--- src/rtl/countdown_timer_if.sv ---
// Load handshake bundle for countdown_timer.
// Requester drives valid/value/mode; timer drives ready.
interface countdown_timer_if #(
    parameter int WIDTH = 4
);
    logic             load_valid;
    logic             load_ready;
    logic [WIDTH-1:0] load_value;
    logic             periodic;

    modport master (
        output load_valid,
        output load_value,
        output periodic,
        input  load_ready
    );

    modport slave (
        input  load_valid,
        input  load_value,
        input  periodic,
        output load_ready
    );
endinterface

--- src/rtl/countdown_timer.sv ---
// Loadable down-counter with one-shot or auto-reload mode.
// Expire is a registered one-cycle pulse on terminal count.
module countdown_timer #(
    parameter int WIDTH = 4
) (
    input  logic             clk,
    input  logic             rst_n,
    input  logic             enable,
    input  logic             abort,
    countdown_timer_if.slave ld,
    output logic [WIDTH-1:0] count,
    output logic             busy,
    output logic             expire
);
    localparam logic [0:0] IDLE = 1'b0;
    localparam logic [0:0] RUN  = 1'b1;

    logic [0:0]       state;
    logic [WIDTH-1:0] reload;
    logic             mode;
    logic             accept;

    assign ld.load_ready = (state == IDLE) && !abort;
    assign accept        = ld.load_valid && ld.load_ready;
    assign busy          = (state == RUN);

    always_ff @(posedge clk or negedge rst_n) begin
        if (!rst_n) begin
            state  <= IDLE;
            count  <= '0;
            reload <= '0;
            mode   <= 1'b0;
            expire <= 1'b0;
        end else begin
            expire <= 1'b0;
            if (abort) begin
                // reload/mode survive an abort
                state <= IDLE;
                count <= '0;
            end else begin
                unique case (state)
                    IDLE: begin
                        if (accept) begin
                            if (ld.load_value != '0) begin
                                count  <= ld.load_value;
                                reload <= ld.load_value;
                                mode   <= ld.periodic;
                                state  <= RUN;
                            end else begin
                                count  <= '0;
                                expire <= 1'b1;
                            end
                        end
                    end
                    RUN: begin
                        if (enable) begin
                            if (count == WIDTH'(1)) begin
                                expire <= 1'b1;
                                if (mode) begin
                                    count <= reload;
                                end else begin
                                    count <= '0;
                                    state <= IDLE;
                                end
                            end else begin
                                count <= count - WIDTH'(1);
                            end
                        end
                    end
                    default: state <= IDLE;
                endcase
            end
        end
    end
endmodule

--- src/flat_wrapper.sv ---
// flat-port wrapper written by rule: the top's interface ports become plain ports
module countdown_timer_flat 
#(
    parameter int WIDTH = 4
)
  (clk, rst_n, enable, abort, count, busy, expire, ld_load_valid, ld_load_value, ld_periodic, ld_load_ready);
  countdown_timer_if #(.WIDTH(WIDTH)) ld_i ();
  input  logic clk;
  input  logic rst_n;
  input  logic enable;
  input  logic abort;
  output logic [WIDTH-1:0] count;
  output logic busy;
  output logic expire;
  input wire logic [$bits(ld_i.load_valid)-1:0] ld_load_valid;
  input wire logic [$bits(ld_i.load_value)-1:0] ld_load_value;
  input wire logic [$bits(ld_i.periodic)-1:0] ld_periodic;
  output wire logic [$bits(ld_i.load_ready)-1:0] ld_load_ready;
  assign ld_i.load_valid = ld_load_valid;
  assign ld_i.load_value = ld_load_value;
  assign ld_i.periodic = ld_periodic;
  assign ld_load_ready = ld_i.load_ready;
  countdown_timer #(.WIDTH(WIDTH)) u_core (.clk(clk), .rst_n(rst_n), .enable(enable), .abort(abort), .ld(ld_i), .count(count), .busy(busy), .expire(expire));
endmodule
--- config.mk ---
export PLATFORM = sky130hd
export DESIGN_NAME = countdown_timer_flat
export DESIGN_NICKNAME = d
export VERILOG_FILES = /design/src/rtl/countdown_timer_if.sv /design/src/rtl/countdown_timer.sv /design/src/flat_wrapper.sv
export SDC_FILE = /design/constraint.sdc
export NUM_CORES = 1
export LEC_CHECK = 0
export BUFFER_PORTS_ARGS = -buffer_cell sky130_fd_sc_hd__buf_2
export CORE_AREA = 2 2 39 41
export CTS_CLUSTER_SIZE = 12
export DETAILED_ROUTE_END_ITERATION = 16
export DIE_AREA = 0 0 41 43
export PLACE_DENSITY = 0.76
export SYNTH_ARGS = -nofsm -noshare
export SYNTH_HDL_FRONTEND = slang
export SYNTH_SLANG_ARGS = --single-unit
--- constraint.sdc ---
create_clock -name clk -period 1.9 [get_ports clk]
set_input_delay 0.38 -clock clk [delete_from_list [all_inputs] [get_ports clk]]
set_output_delay 0.38 -clock clk [all_outputs]
set_load 0.005 [all_outputs]
Yosys cells after proc, flatten, opt, wreduce, memory -nomap -nowiden

Index checks and enable logic that the tools add are counted.

Register bits after elaboration: 11
Input bits: 10
Word-level logic and storage cells: 37

Reduce and logical (&&, ||, !) cells: 6
Add/sub/neg operators: 1
Muxes and demuxes: 20
Eq/ne operators: 3
Bitwise logic cells: 2

Operators with widths:

| cell                                                                | number |
|---|---|
| 4-bit 2-to-1 mux                                                    | 6 |
| 1-bit 2-to-1 mux                                                    | 11 |
| 4-bit case mux with 2 select lines                                  | 1 |
| 4-bit by 1-bit == test with 1-bit output (second input constant)    | 1 |
| 1-bit case mux with 2 select lines                                  | 2 |
| 4-bit AND reduction                                                 | 1 |
| 4-bit nonzero test                                                  | 1 |
| 4-bit by 1-bit subtractor with 4-bit output (second input constant) | 1 |
| 3-bit by 2-bit != test with 1-bit output (second input constant)    | 1 |
| 3-bit != test (second input constant)                               | 1 |
| 1-bit logical AND                                                   | 2 |
| 1-bit NOT                                                           | 2 |
| 2-bit AND reduction                                                 | 1 |
| 1-bit logical NOT                                                   | 1 |

Longest topological paths before layout

Depth in word-level cells: 6
Gate-level depth with buffers: 6
Depth with buffers taken out: 6

Worst setup path after synthesis

No wires, ideal clock.

Path kind: input-to-reg
Start: input ld_load_value[3]
End: register u_core.mode
Path slack: 402 ps
Arrival: 1374 ps
Path buffers: 0
Data required time: 1775 ps
Stages: 3
Cells stage by stage: or4_4 -> nand2_1 -> mux2_2

Cells in the longest elaborated chain, start to end: 2

Ends and longest elaborated chain:

| element                       | RTL line              | text |
|---|---|---|
| from (decl)                   | flat_wrapper.sv:16    | `input wire logic [$bits(ld_i.load_value)-1:0] ld_load_value;` |
| 4-bit nonzero test            | countdown_timer.sv:44 | `if (ld.load_value != '0) begin` |
| 4-bit AND reduction (no line) | -                     |  |
| to (signal assigned)          | countdown_timer.sv:47 | `mode <= ld.periodic;` |
| to (decl)                     | countdown_timer.sv:20 | `logic mode;` |

No other way between the ends.
A chain may end at the register's enable or synchronous reset.

Worst setup path in the final report

Start: register u_core.count[1]
End: register u_core.count[1]

Cells in the longest elaborated chain, start to end: 5

Ends and longest elaborated chain:

| element                                                                                                 | RTL line                                     | text |
|---|---|---|
| from (decl)                                                                                             | countdown_timer.sv:11                        | `output logic [WIDTH-1:0] count,` |
| from (signal assigned)                                                                                  | countdown_timer.sv:45                        | `count <= ld.load_value;` |
| from (signal assigned)                                                                                  | countdown_timer.sv:60                        | `count <= reload;` |
| from (signal assigned)                                                                                  | countdown_timer.sv:66                        | `count <= count - WIDTH'(1);` |
| 4-bit by 1-bit subtractor with 4-bit output or 4-bit by 1-bit == test with 1-bit output (tied branches) | countdown_timer.sv:66, countdown_timer.sv:57 |  |
| 4-bit 2-to-1 mux *                                                                                      | countdown_timer.sv:57                        | `if (count == WIDTH'(1)) begin` |
| 4-bit 2-to-1 mux *                                                                                      | countdown_timer.sv:56                        | `if (enable) begin` |
| 4-bit case mux with 2 select lines *                                                                    | countdown_timer.sv:41                        | `unique case (state)` |
| 4-bit 2-to-1 mux *                                                                                      | countdown_timer.sv:36                        | `if (abort) begin` |

Every way passes the cells marked *; elsewhere a longest branch is shown, timed or not. The select of a mux whose other input is x is not followed.

==> qor.yml <==
outcome: "completed"
post-synth-top-count-cell: "dfrtp_1"
synth_top_cell_area_share: 0.4612
tns_ns: 0
crit_path_cell_trace: "inv_1 -> ha_1 -> nor3b_2 -> and3_1 -> o21ai_0 -> a21oi_1"
grt_overflow: 0
grt_max_degree: 12
finalWeightedCongestion: 0.7621
setup_viol: 0
slew_headroom: 0.7191
nets: 98
async_flop_share: 1.000
synth-edff-count: 0
worst_hold_path.endpoint: "u_core.expire"
multi_input_area_um2: 310.3
cts_buffers: 3
vias: 561
end_kind: "flip-flop"
crit_path_top_delay_cell: "dfrtp_1"
clk_latency_ns: 0.27
max_freq_mhz: 623.5
ys_ff_latch: 11
ir_worst_vdd_mv: 0.4210
worstRegToRegCells: 6
grt_first_pass_wirelength_mm: 2.187
reg2reg_to: "u_core.count[1]"
syn_to_final_growth_pct: 22.85
grt_usage: 0.1849
maxCapViolCount: 0
synthTopCellsByArea: "dfrtp_1 46%, nor2_1 5.7%, a21oi_1 5.0%, a22o_2 5.0%, nand2_1 4.4%"
period_needed_ns: 1.604
core_area_um2: 1384
cts_num_sinks: 11
path_class: "flip-flop to flip-flop"
synth_top_cell_by_area: "dfrtp_1"
syn_area_um2: 596.8
period_share: 0.8441
critPathBufInv: 1
grt_pass1_vias: 513
num_rows: 14
fillers: 143
cts-root-buf: "clkbuf_4"
start_util: 0.4313
min-delay-start: "abort"
synthesis.instances: 64
cp_top_family: "simple AND/OR/NAND/NOR gates"
power_uw: 592.8
rrSetupSlack_ns: 0.30
final_hold_viol_count: 0
synthTopCellsByCount: "11 x dfrtp_1, 9 x nor2_1, 7 x nand2_1, 6 x a21oi_1, 5 x o21ai_0"
tightestPinTransition_ns: 0.4195
power.density_nw_per_um2: 808.5
synth_area_per_cell_um2: 9.325
slew_violations: 0
drt_iter0_drc: 12
synth_warnings: 0
yosysUniqueCellTypes: 25
routedWlPerCell_um: 12.17
cpPeakStageDelay_ns: 0.42
grt_antenna_before_repair: 0
path_clk_slew_ns: 0.07
io_buffers: 16
syn_nets: 76
r2r_start: "u_core.count[1]"
n_antenna_cell: 0
dr.pass1.iters: 5
drc: 0
die_h_um: 43
cts_tree: "done"
ios: 17
worstSetupStartpoint: "u_core.count[1]"
routed_wl_mm: 1.229
dieArea_um2: 1763
worstPathRequired_ns: 2.09
hp-class: "input pin to flip-flop"
register_area_um2: 275.3
power_leakage_nw: 0.3593
layout-drive-gt1-share: 0.3059
die_width_um: 41
cp_max_fo: 7
post-dp-hpwl_mm: 1.003
ys_seq_area_frac: 0.4612
whs_ns: 0.3284
ant_nets: 0
min_path_cells: 2
cts_htree_levels: 1
cts_buffer_depth: 2
rsz0062_at_grt: "false"
viasPerCell: 5.554
arrival_ns: 1.80
worstSetupStartpointType: "flip-flop"
synth_ff_type: "dfrtp_1"
skew_ns: 0.003410
[state kept, by name, indices dropped and copies added, names as in the netlist]
| register | cells |
|---|---|
| u_core.count | 4 |
| u_core.reload | 4 |
| u_core.busy | 1 |
| u_core.expire | 1 |
| u_core.mode | 1 |
[cells in the final DEF (no fill, tap or decap), types with 2 or more instances in the layout]
cell,instances
inv_1,3
nand2_1,7
and3_1,2
buf_2,16
o21ai_0,5
a21oi_1,6
a22o_2,3
dfrtp_1,11
ha_1,2
clkbuf_4,3
nor2_1,9
[how the worst max path moves through the flow]
| stage | to | slack (ns) | cells after the start |
|---|---|---|---|
| 6_report | u_core.count[1] | 0.30 | 6 |
| 5_1_grt | u_core.count[0] | 0.13 | 6 |
| 4_1_cts | u_core.count[0] | 0.30 | 6 |
| 3_5_place_dp | u_core.mode | 0.24 | 4 |
| 3_3_place_gp | u_core.mode | 0.26 | 4 |
| 2_1_floorplan | u_core.mode | 0.40 | 3 |
[worst register-to-register path: stages, from the launching register on]
cell and delay, ns:
dfrtp_1 0.42, inv_1 0.09, ha_1 0.19, nor3b_2 0.40
and3_1 0.21, o21ai_0 0.07, a21oi_1 0.16
[cells by family after synthesis]
logic type               Yosys count  share of synthesized area
AND/OR/NAND/NOR                   27                     0.2327
flip-flops                        11                     0.4612
adder cells (fa/ha/maj)            2                    0.04192
AO/OA/AOI/OAI                     20                     0.2264
buffers and inverters              3                    0.01887
multiplexers                       1                    0.01887
[metal layers]
layer,GRT usage,part of all wire,vias to the layer above
li1,-,-,274
met1,0.2653,0.44,264
met2,0.2563,0.49,21
met3,0.04712,0.056,2
met4,0.08000,0.015,0
met5,0,0,-
[area by class of cell]
class                   instances  share of cell area
well taps                      16             0.02730
clock buffers                   4             0.03584
repair buffers                 17              0.1229
multi-input cells              50              0.4232
flip-flops and latches         11              0.3754
inverters                       3             0.01536
[repair_timing]
action,in CTS,in global routing
endpoints found under the hold margin,11,0
hold buffers,1,0
resized for setup,0,0
buffers inserted,0,0
[power breakdown]
group,switching [mW],internal [mW],total [mW]
Sequential,0.0356,0.267,0.303
Clock,0.0732,0.0813,0.154
Combinational,0.0664,0.0690,0.135
[stage by stage]
| step | worst slack, ns | utilization | instances | area, µm² |
|---|---|---|---|---|
| final | 0.2962 | 0.5298 | 101 | 733.2 |
| after global routing | 0.1276 | 0.5298 | 101 | 733.2 |
| after CTS | 0.3005 | 0.5298 | 101 | 733.2 |
| after detailed placement | 0.2444 | 0.5036 | 96 | 696.9 |
| after global placement | 0.2603 | 0.5036 | 96 | 696.9 |
| after floorplan | 0.4017 | - | 64 | 596.8 |
(Power assumes the default switching activity.)
